`config.mk`:
```
export PLATFORM = sky130hd
export DESIGN_NAME = hall_call_dispatcher
export DESIGN_NICKNAME = d
export VERILOG_FILES = /design/src/rtl/hall_call_dispatcher.sv
export SDC_FILE = /design/constraint.sdc
export NUM_CORES = 2
export LEC_CHECK = 0
export BUFFER_PORTS_ARGS = -buffer_cell sky130_fd_sc_hd__buf_2
export CORE_MARGIN = 5
export CORE_UTILIZATION = 45
export DETAILED_ROUTE_END_ITERATION = 6
export PLACE_DENSITY = 0.68
export SETUP_SLACK_MARGIN = 0.4
export SYNTH_ARGS = -nofsm -noshare
export SYNTH_HDL_FRONTEND = slang
export SYNTH_SLANG_ARGS = --single-unit
export TNS_END_PERCENT = 1
```
`constraint.sdc`:
```
create_clock -name clk -period 51.2 [get_ports clk]
set_input_delay 10.24 -clock clk [delete_from_list [all_inputs] [get_ports clk]]
set_output_delay 10.24 -clock clk [all_outputs]
set_load 0.02 [all_outputs]
```
`src/rtl/hall_call_dispatcher.sv`:
```
// Hall-call dispatcher: scans up/down call slots and routes each pending call to the cheapest lift.
// Optional DISPATCH_STATS_EN adds saturating assignment/reassignment counters.
//
// slot state | meaning
// S_IDLE     | no call outstanding
// S_PEND     | call latched, waiting for the scan pointer and an eligible lift
// S_ASGN     | routed to r_owner, waiting for the lift to acknowledge and serve it
module hall_call_dispatcher #(
   parameter int N_FLOORS    = 12,
   parameter int N_LIFTS     = 10,
   parameter int ACK_TIMEOUT = 64
) (
   input  logic                          clk,
   input  logic                          reset_n,
   input  logic [N_FLOORS-1:0]           up_rqst,
   input  logic [N_FLOORS-1:0]           dn_rqst,
   input  logic [N_LIFTS*N_FLOORS-1:0]   floor_sense,
   input  logic [N_LIFTS-1:0]            motion,
   input  logic [N_LIFTS-1:0]            direction,
   input  logic [N_LIFTS-1:0]            in_service,
   input  logic [N_LIFTS*N_FLOORS-1:0]   up_rqst_status,
   input  logic [N_LIFTS*N_FLOORS-1:0]   dn_rqst_status,
   output logic [N_LIFTS*N_FLOORS-1:0]   up_assign,
   output logic [N_LIFTS*N_FLOORS-1:0]   dn_assign,
   output logic [N_FLOORS-1:0]           global_up_rqst_status,
   output logic [N_FLOORS-1:0]           global_dn_rqst_status
`ifdef DISPATCH_STATS_EN
   ,output logic [15:0]                  assign_count,
   output logic [15:0]                   reassign_count
`endif
);

   localparam int NS = 2 * N_FLOORS;
   localparam int FW = $clog2(N_FLOORS);
   localparam int LW = (N_LIFTS > 1) ? $clog2(N_LIFTS) : 1;
   localparam int PW = $clog2(NS);
   localparam int CW = $clog2(ACK_TIMEOUT + 1);

   typedef enum logic [1:0] {S_IDLE, S_PEND, S_ASGN} slot_t;

   slot_t            r_state [NS];
   logic [LW-1:0]    r_owner [NS];
   logic [NS-1:0]    r_seen;
   logic [CW-1:0]    r_cnt   [NS];
   logic [PW-1:0]    r_ptr;
   logic [FW-1:0]    r_last  [N_LIFTS];

   slot_t            w_state [NS];
   logic [LW-1:0]    w_owner [NS];
   logic [NS-1:0]    w_seen;
   logic [CW-1:0]    w_cnt   [NS];
   logic [CW-1:0]    w_cnt_inc;
   logic [N_LIFTS*N_FLOORS-1:0] w_up_assign, w_dn_assign;
   logic [N_FLOORS-1:0]         w_gup, w_gdn;

   logic             w_up, w_found, w_ok, w_req, w_stat;
   logic [LW-1:0]    w_best;
   int               w_f, w_cur, w_diff, w_cost, w_best_cost, w_sf, w_bit;

`ifdef DISPATCH_STATS_EN
   logic             w_asg_evt;
   logic [15:0]      w_ret_evt;
   logic [16:0]      w_re_sum;
   assign w_re_sum = {1'b0, reassign_count} + {1'b0, w_ret_evt};
`endif

   // Lift selection for the slot under the scan pointer; strict < keeps the lowest index on ties.
   always_comb begin
      w_up        = (r_ptr < PW'(N_FLOORS));
      w_f         = w_up ? int'(r_ptr) : int'(r_ptr) - N_FLOORS;
      w_found     = 1'b0;
      w_best      = '0;
      w_best_cost = 0;
      w_cur       = 0;
      w_diff      = 0;
      w_cost      = 0;
      w_ok        = 1'b0;
      for (int l = 0; l < N_LIFTS; l++) begin
         w_cur  = int'(r_last[l]);
         w_diff = (w_f >= w_cur) ? (w_f - w_cur) : (w_cur - w_f);
         w_ok   = 1'b0;
         w_cost = 0;
         if (in_service[l]) begin
            if (!motion[l]) begin
               w_ok   = 1'b1;
               w_cost = w_diff + N_FLOORS;
            end else if ((direction[l] == w_up) && (w_up ? (w_cur <= w_f) : (w_cur >= w_f))) begin
               w_ok   = 1'b1;
               w_cost = w_diff;
            end
         end
         if (w_ok && (!w_found || (w_cost < w_best_cost))) begin
            w_found     = 1'b1;
            w_best      = LW'(l);
            w_best_cost = w_cost;
         end
      end
   end

   always_comb begin
      w_seen      = r_seen;
      w_sf        = 0;
      w_bit       = 0;
      w_req       = 1'b0;
      w_stat      = 1'b0;
      w_cnt_inc   = '0;
      w_up_assign = '0;
      w_dn_assign = '0;
      w_gup       = '0;
      w_gdn       = '0;
`ifdef DISPATCH_STATS_EN
      w_asg_evt   = 1'b0;
      w_ret_evt   = '0;
`endif
      for (int s = 0; s < NS; s++) begin
         w_state[s] = r_state[s];
         w_owner[s] = r_owner[s];
         w_cnt[s]   = r_cnt[s];
      end
      for (int s = 0; s < NS; s++) begin
         w_sf      = (s < N_FLOORS) ? s : s - N_FLOORS;
         w_req     = (s < N_FLOORS) ? up_rqst[w_sf] : dn_rqst[w_sf];
         w_bit     = int'(r_owner[s]) * N_FLOORS + w_sf;
         w_stat    = (s < N_FLOORS) ? up_rqst_status[w_bit] : dn_rqst_status[w_bit];
         w_cnt_inc = r_cnt[s] + CW'(1);
         case (r_state[s])
            S_IDLE: if (w_req) w_state[s] = S_PEND;
            S_PEND: begin
               if ((PW'(s) == r_ptr) && w_found) begin
                  w_state[s] = S_ASGN;
                  w_owner[s] = w_best;
                  w_seen[s]  = 1'b0;
                  w_cnt[s]   = '0;
`ifdef DISPATCH_STATS_EN
                  w_asg_evt  = 1'b1;
`endif
               end
            end
            S_ASGN: begin
               if (!in_service[r_owner[s]]) begin
                  w_state[s] = S_PEND;
                  w_seen[s]  = 1'b0;
                  w_cnt[s]   = '0;
`ifdef DISPATCH_STATS_EN
                  w_ret_evt  = w_ret_evt + 16'd1;
`endif
               end else if (r_seen[s]) begin
                  if (!w_stat) begin
                     w_state[s] = S_IDLE;
                     w_seen[s]  = 1'b0;
                  end
               end else if (w_stat) begin
                  w_seen[s] = 1'b1;
               end else if (w_cnt_inc == CW'(ACK_TIMEOUT)) begin
                  w_state[s] = S_PEND;
                  w_cnt[s]   = '0;
`ifdef DISPATCH_STATS_EN
                  w_ret_evt  = w_ret_evt + 16'd1;
`endif
               end else begin
                  w_cnt[s] = w_cnt_inc;
               end
            end
            default: w_state[s] = S_IDLE;
         endcase
         // Outputs are decoded from next state so the registered copies match the slot flops.
         w_bit = int'(w_owner[s]) * N_FLOORS + w_sf;
         if (w_state[s] != S_IDLE) begin
            if (s < N_FLOORS) w_gup[w_sf] = 1'b1;
            else              w_gdn[w_sf] = 1'b1;
         end
         if (w_state[s] == S_ASGN) begin
            if (s < N_FLOORS) w_up_assign[w_bit] = 1'b1;
            else              w_dn_assign[w_bit] = 1'b1;
         end
      end
   end

   always_ff @(posedge clk or negedge reset_n) begin
      if (!reset_n) begin
         for (int s = 0; s < NS; s++) begin
            r_state[s] <= S_IDLE;
            r_owner[s] <= '0;
            r_cnt[s]   <= '0;
         end
         r_seen                <= '0;
         r_ptr                 <= '0;
         for (int l = 0; l < N_LIFTS; l++) r_last[l] <= '0;
         up_assign             <= '0;
         dn_assign             <= '0;
         global_up_rqst_status <= '0;
         global_dn_rqst_status <= '0;
`ifdef DISPATCH_STATS_EN
         assign_count          <= '0;
         reassign_count        <= '0;
`endif
      end else begin
         for (int s = 0; s < NS; s++) begin
            r_state[s] <= w_state[s];
            r_owner[s] <= w_owner[s];
            r_cnt[s]   <= w_cnt[s];
         end
         r_seen <= w_seen;
         r_ptr  <= (r_ptr == PW'(NS - 1)) ? '0 : r_ptr + PW'(1);
         for (int l = 0; l < N_LIFTS; l++)
            for (int f = 0; f < N_FLOORS; f++)
               if (floor_sense[l*N_FLOORS + f]) r_last[l] <= FW'(f);
         up_assign             <= w_up_assign;
         dn_assign             <= w_dn_assign;
         global_up_rqst_status <= w_gup;
         global_dn_rqst_status <= w_gdn;
`ifdef DISPATCH_STATS_EN
         if (w_asg_evt && (assign_count != 16'hFFFF)) assign_count <= assign_count + 16'd1;
         reassign_count <= w_re_sum[16] ? 16'hFFFF : w_re_sum[15:0];
`endif
      end
   end

endmodule

```
# ---- Yosys cells after proc, flatten, opt, wreduce, memory -nomap -nowiden
# Index checks and enable logic that the tools add are counted.
dict set report word_totals {
  output_inout_bits 264
  word_cells 1761
  in_bits 416
  ff_bits 645
}
dict set report classes {
  addsub 100
  n_eq_ne 202
  order_cmp 136
  reduce_logical 216
  multipliers 48
  n_bitwise 22
  muxes 926
}
# operator count
set op_table {}
lappend op_table {{$mux W120} 22}
lappend op_table {{$or A120 B120 Y120} 22}
lappend op_table {{$mux W32} 50}
lappend op_table {{$mux W7} 120}
lappend op_table {{$mux W4} 176}
lappend op_table {{$lt A9 B8 Y1 const B} 44}
lappend op_table {{$mux W2} 168}
lappend op_table {{$pmux W7 S2} 24}
lappend op_table {{$add A32 B5 Y32 const B} 10}
lappend op_table {{$ge A32 B5 Y1} 10}
lappend op_table {{$ge A5 B32 Y1} 10}
lappend op_table {{$le A5 B32 Y1} 10}
lappend op_table {{$sub A32 B5 Y32} 10}
lappend op_table {{$sub A5 B32 Y32} 10}
lappend op_table {{$lt A32 B32 Y1} 9}
lappend op_table {{$mul A4 B2 Y6 const B} 48}
lappend op_table {{$mux W1} 243}
lappend op_table {{$mux W117} 2}
lappend op_table {{$ge A9 B1 Y1 const B} 22}
lappend op_table {{$add A7 B1 Y7 const B} 24}
lappend op_table {{$eq A7 B7 Y1 const B} 24}
lappend op_table {{$bmux W1 S7} 22}
lappend op_table {{$demux W1 S7} 22}
lappend op_table {{$add A8 B3 Y9 const B} 16}
lappend op_table {{35 further kinds} 532}

# ---- Logic depth before layout (Yosys ltp)
dict set report logic_depth {
  depth_word 76
  depth_mapped 183
  mapped_depth_nobuf 163
}

# ---- Worst setup path before layout
# No wires, ideal clock.
dict set report synth_path {
  kind {input to register}
  from {input motion[1]}
  to {register dn_assign[107]}
  required_ns 51.104
  path_buffers 20
  cell_stages 153
  arrival_ns 42.079
  slack_ns 9.026
  setup_time_ns 0.096
  cell_sequence {clkbuf_1 > or3_1 > nor3_1 > nor3b_1 > and2_0 > nand2_1 > and3b_1 > o21ai_0 > inv_1 > ha_1 > a21oi_1 > nand2_1 > a221oi_1 > o21ai_0 > nor3_1 > xnor2_1 > nor2_1 > nor2_1 > [117 not listed] > o41ai_1 > inv_1 > a211oi_4 > clkbuf_1 > nand3_1 > clkbuf_1 > o21ai_0 > ha_1 > a21o_1 > a21oi_1 > nor2_1 > a2111oi_0 > o2111ai_1 > or3_1 > a21oi_2 > buf_2 > a32oi_1 > o31ai_1}
}
# element line_no
set synth_lines {}
lappend synth_lines {{from (decl)} 18} ;# input logic [N_LIFTS-1:0] motion,
lappend synth_lines {{to (signal assigned)} 209} ;# dn_assign <= w_dn_assign;
lappend synth_lines {{to (decl)} 24} ;# output logic [N_LIFTS*N_FLOORS-1:0] dn_assign,

==> metrics.txt <==
Post-Syn Area=74340 um2; failing checks=DRC; fillers=15.54k; Synth area leader=dfrtp_1; via count=74.72k; Comb pwr share=69.0%; DP Wirelength=228.7 mm; Final min period=47.34 ns; layout cells sized above 1=14.70%; antenna violations before repair=59; Slowest cell on crit path=o21ai_0; CORE AREA=164600 um2; row count=149; CP required=51.82 ns; PortBufs=679; NetSw=2.297 mW; PD cells=52.87 nW/um2; depth of the CTS H-tree=3; Die W=416.4 um; CP max stage delay=0.87 ns; Pint=2.094 mW; most frequent cells in the layout=933 x nor2_1, 905 x nand2_1, 827 x ha_1; Distinct cells, synth=111; crit-path leading delay family=simple AND/OR/NAND/NOR gates; Final Max Slew Viols=0; Cell Count, Final, Fillers Out=11.89k; number of max-cap violations=0; Via density=6.283; headroom to the max-slew limit=20.37%; Seq/Total Area, Yosys=21.71%; CTS tree=done; Ports=680; Hold Slack=0.4849 ns; CP endpoint kind=flip-flop; largest net degree at the start of global routing=163; drt drc=4; hold path cells=1; static leakage=37.78 nW; Mapped Avg Cell Area=8.195 um2; Clk pwr share=14.2%; GRT overflow=0; Reg clk slew, reported paths=0.06 ns; total power=4.391 mW; Initial Util=45.16%; path category of the worst min-delay check=reg -> reg; area grow syn2layout=11.71%; Bufs and invs on worst path=9; most common cell after layout, fill and taps aside=nor2_1; initial drt markers=8028; Yosys top cell area share=21.71%; Clock Sinks=645; RSZ-0062 raised after global routing=false; Flop pwr share=16.8%; Root Driver=clkbuf_16; Slew @ Worst Pin=1.194 ns; cts-stage hold buffer count=0; Final Skew=0.06131 ns; run status=finished with violations; Most common cell on crit path=a21o_1; critical path launch point type=input pin; fin crit share=92.46%; ys flop type=dfrtp_1; f_max=0.02112 GHz; Total GRT Usage=31.74%; DIE HEIGHT=416.4 um; first-pass GRT wire length=433.0 mm; Post-Syn Instances=9071; via count of the first global-routing pass=70.92k; Final Hold Violating Endpoints=0; Resized cells post-CTS=0; Synth Warn #=0; setup repair bufs after CTS=0; ys async rst share=100.0%; Crit Path Max Fanout=43; stages on the worst setup path=134; CTS Buf Count=81; mean routed wirelength per cell=24.24 um; top cells by area, synth=dfrtp_1 22%, ha_1 14%, mux4_2 7.2%; clk buf depth=3; crit path DAT=47.96 ns; WS Path Type=in -> reg; placed insts=11.70k; EDFF count, synth=0; setup TNS=0 ns; DR pass1 iterations=7; nets=10.90k; Placer Congestion=1.042; Post-DRT Antenna Nets=0; Seq cells post-synth=645; final setup violation count=0; VDD IR-drop max=0.04309 mV; Post-Route WL=288.2 mm; Clock Latency Late Sink=0.73 ns; Net Sw Frac=52.31%; worst-case reg-to-reg path depth=150; die area=173400 um2; Final Util=50.45%; Synthesized Nets=10.38k
==> worst paths after layout <==
kind | startpoint | endpoint | slack (ns)
worst max-delay path | motion[1] | up_assign[2] | 3.86
worst min-delay path | r_state[18] | r_state[18] | 0.48
worst max register to register | r_ptr[2] | up_assign[2] | 8.76
worst min register to register | r_state[18] | r_state[18] | 0.48
max in group asynchronous | reset_n | r_cnt[150] | 39.12
min in group asynchronous | reset_n | up_assign[11] | 9.56
==> cell families (layout without fill, tap and decap cells) <==
group	count (synthesis)	in the layout	synth area share, %
compound gates	2279	2279	19.89
xor+xnor	382	382	4.561
fa+ha+maj	893	893	15.69
buf+inv	782	1370	4.011
flops	645	645	21.71
mux	468	468	10.41
other cells	0	43	0
simple gates	3622	3622	23.73
==> registers in the layout, summed over array words and instances (netlist names) <==
| register | cells |
|---|---|
| r_cnt | 168 |
| r_ptr | 5 |
| up_assign | 120 |
| r_state | 48 |
| r_last | 40 |
| dn_assign | 120 |
| r_seen | 24 |
| global_up_rqst_status | 12 |
| global_dn_rqst_status | 12 |
| r_owner | 96 |
==> layer usage <==
| layer | track usage [%] | routed length [um] | part of all wire, % |
|---|---|---|---|
| met5 | 0 | 61 | 0.021 |
| met3 | 5.302 | 23980 | 8.3 |
| met1 | 41.69 | 118500 | 41 |
| met2 | 50.21 | 129000 | 45 |
| met4 | 16.79 | 16580 | 5.8 |
==> power by group through the flow <==
| stage | Combinational, mW | Sequential, mW | Clock, mW |
|---|---|---|---|
| finish | 3.03 | 0.738 | 0.622 |
| global route | 3.27 | 0.751 | 0.654 |
| floorplan | 2.18 | 0.676 | 0 |
| detailed placement | 2.95 | 0.743 | 0 |
| global placement | 2.91 | 0.739 | 0 |
| CTS | 2.97 | 0.734 | 0.636 |
==> through the flow <==
stage | setup WS (ns) | area [um2]
6_report | 3.859 | 83040
5_1_grt | 1.861 | 82990
4_1_cts | 4.950 | 82930
3_5_place_dp | 4.320 | 80060
3_3_place_gp | 5.088 | 80060
2_1_floorplan | 9.026 | 74340
==> area by class of cell <==
class / count / area, um2 / share of cell area (%)
diodes: 43 / 107.6 / 0.1296
clock buffers: 100 / 2220 / 2.673
clock inverters: 48 / 659.4 / 0.7940
inverters: 438 / 1644 / 1.980
multi-input cells: 7644 / 55310 / 66.61
flip-flops and latches: 645 / 16140 / 19.44
well taps: 2189 / 2739 / 3.298
repair buffers: 784 / 4222 / 5.084
==> synthesized netlist by cell type, types with 59 or more instances <==
cell type	n
a21o_1	193
dfrtp_1	645
mux2i_1	168
o21a_1	69
fa_1	65
inv_1	437
o31ai_1	104
mux2_2	59
nand3_1	358
xor2_1	148
xnor2_1	228
nor2_1	935
ha_1	828
nand4_1	111
mux4_2	237
or2_2	112
o21ai_0	602
or3_1	73
a31oi_1	88
clkbuf_1	271
nor3_1	281
nand2b_1	164
and3_1	132
nand2_1	906
o21ai_1	69
a21oi_1	492
nor4_1	77
and2_1	93
a211oi_1	63
nor2b_1	172
(Power assumes the default switching activity.)
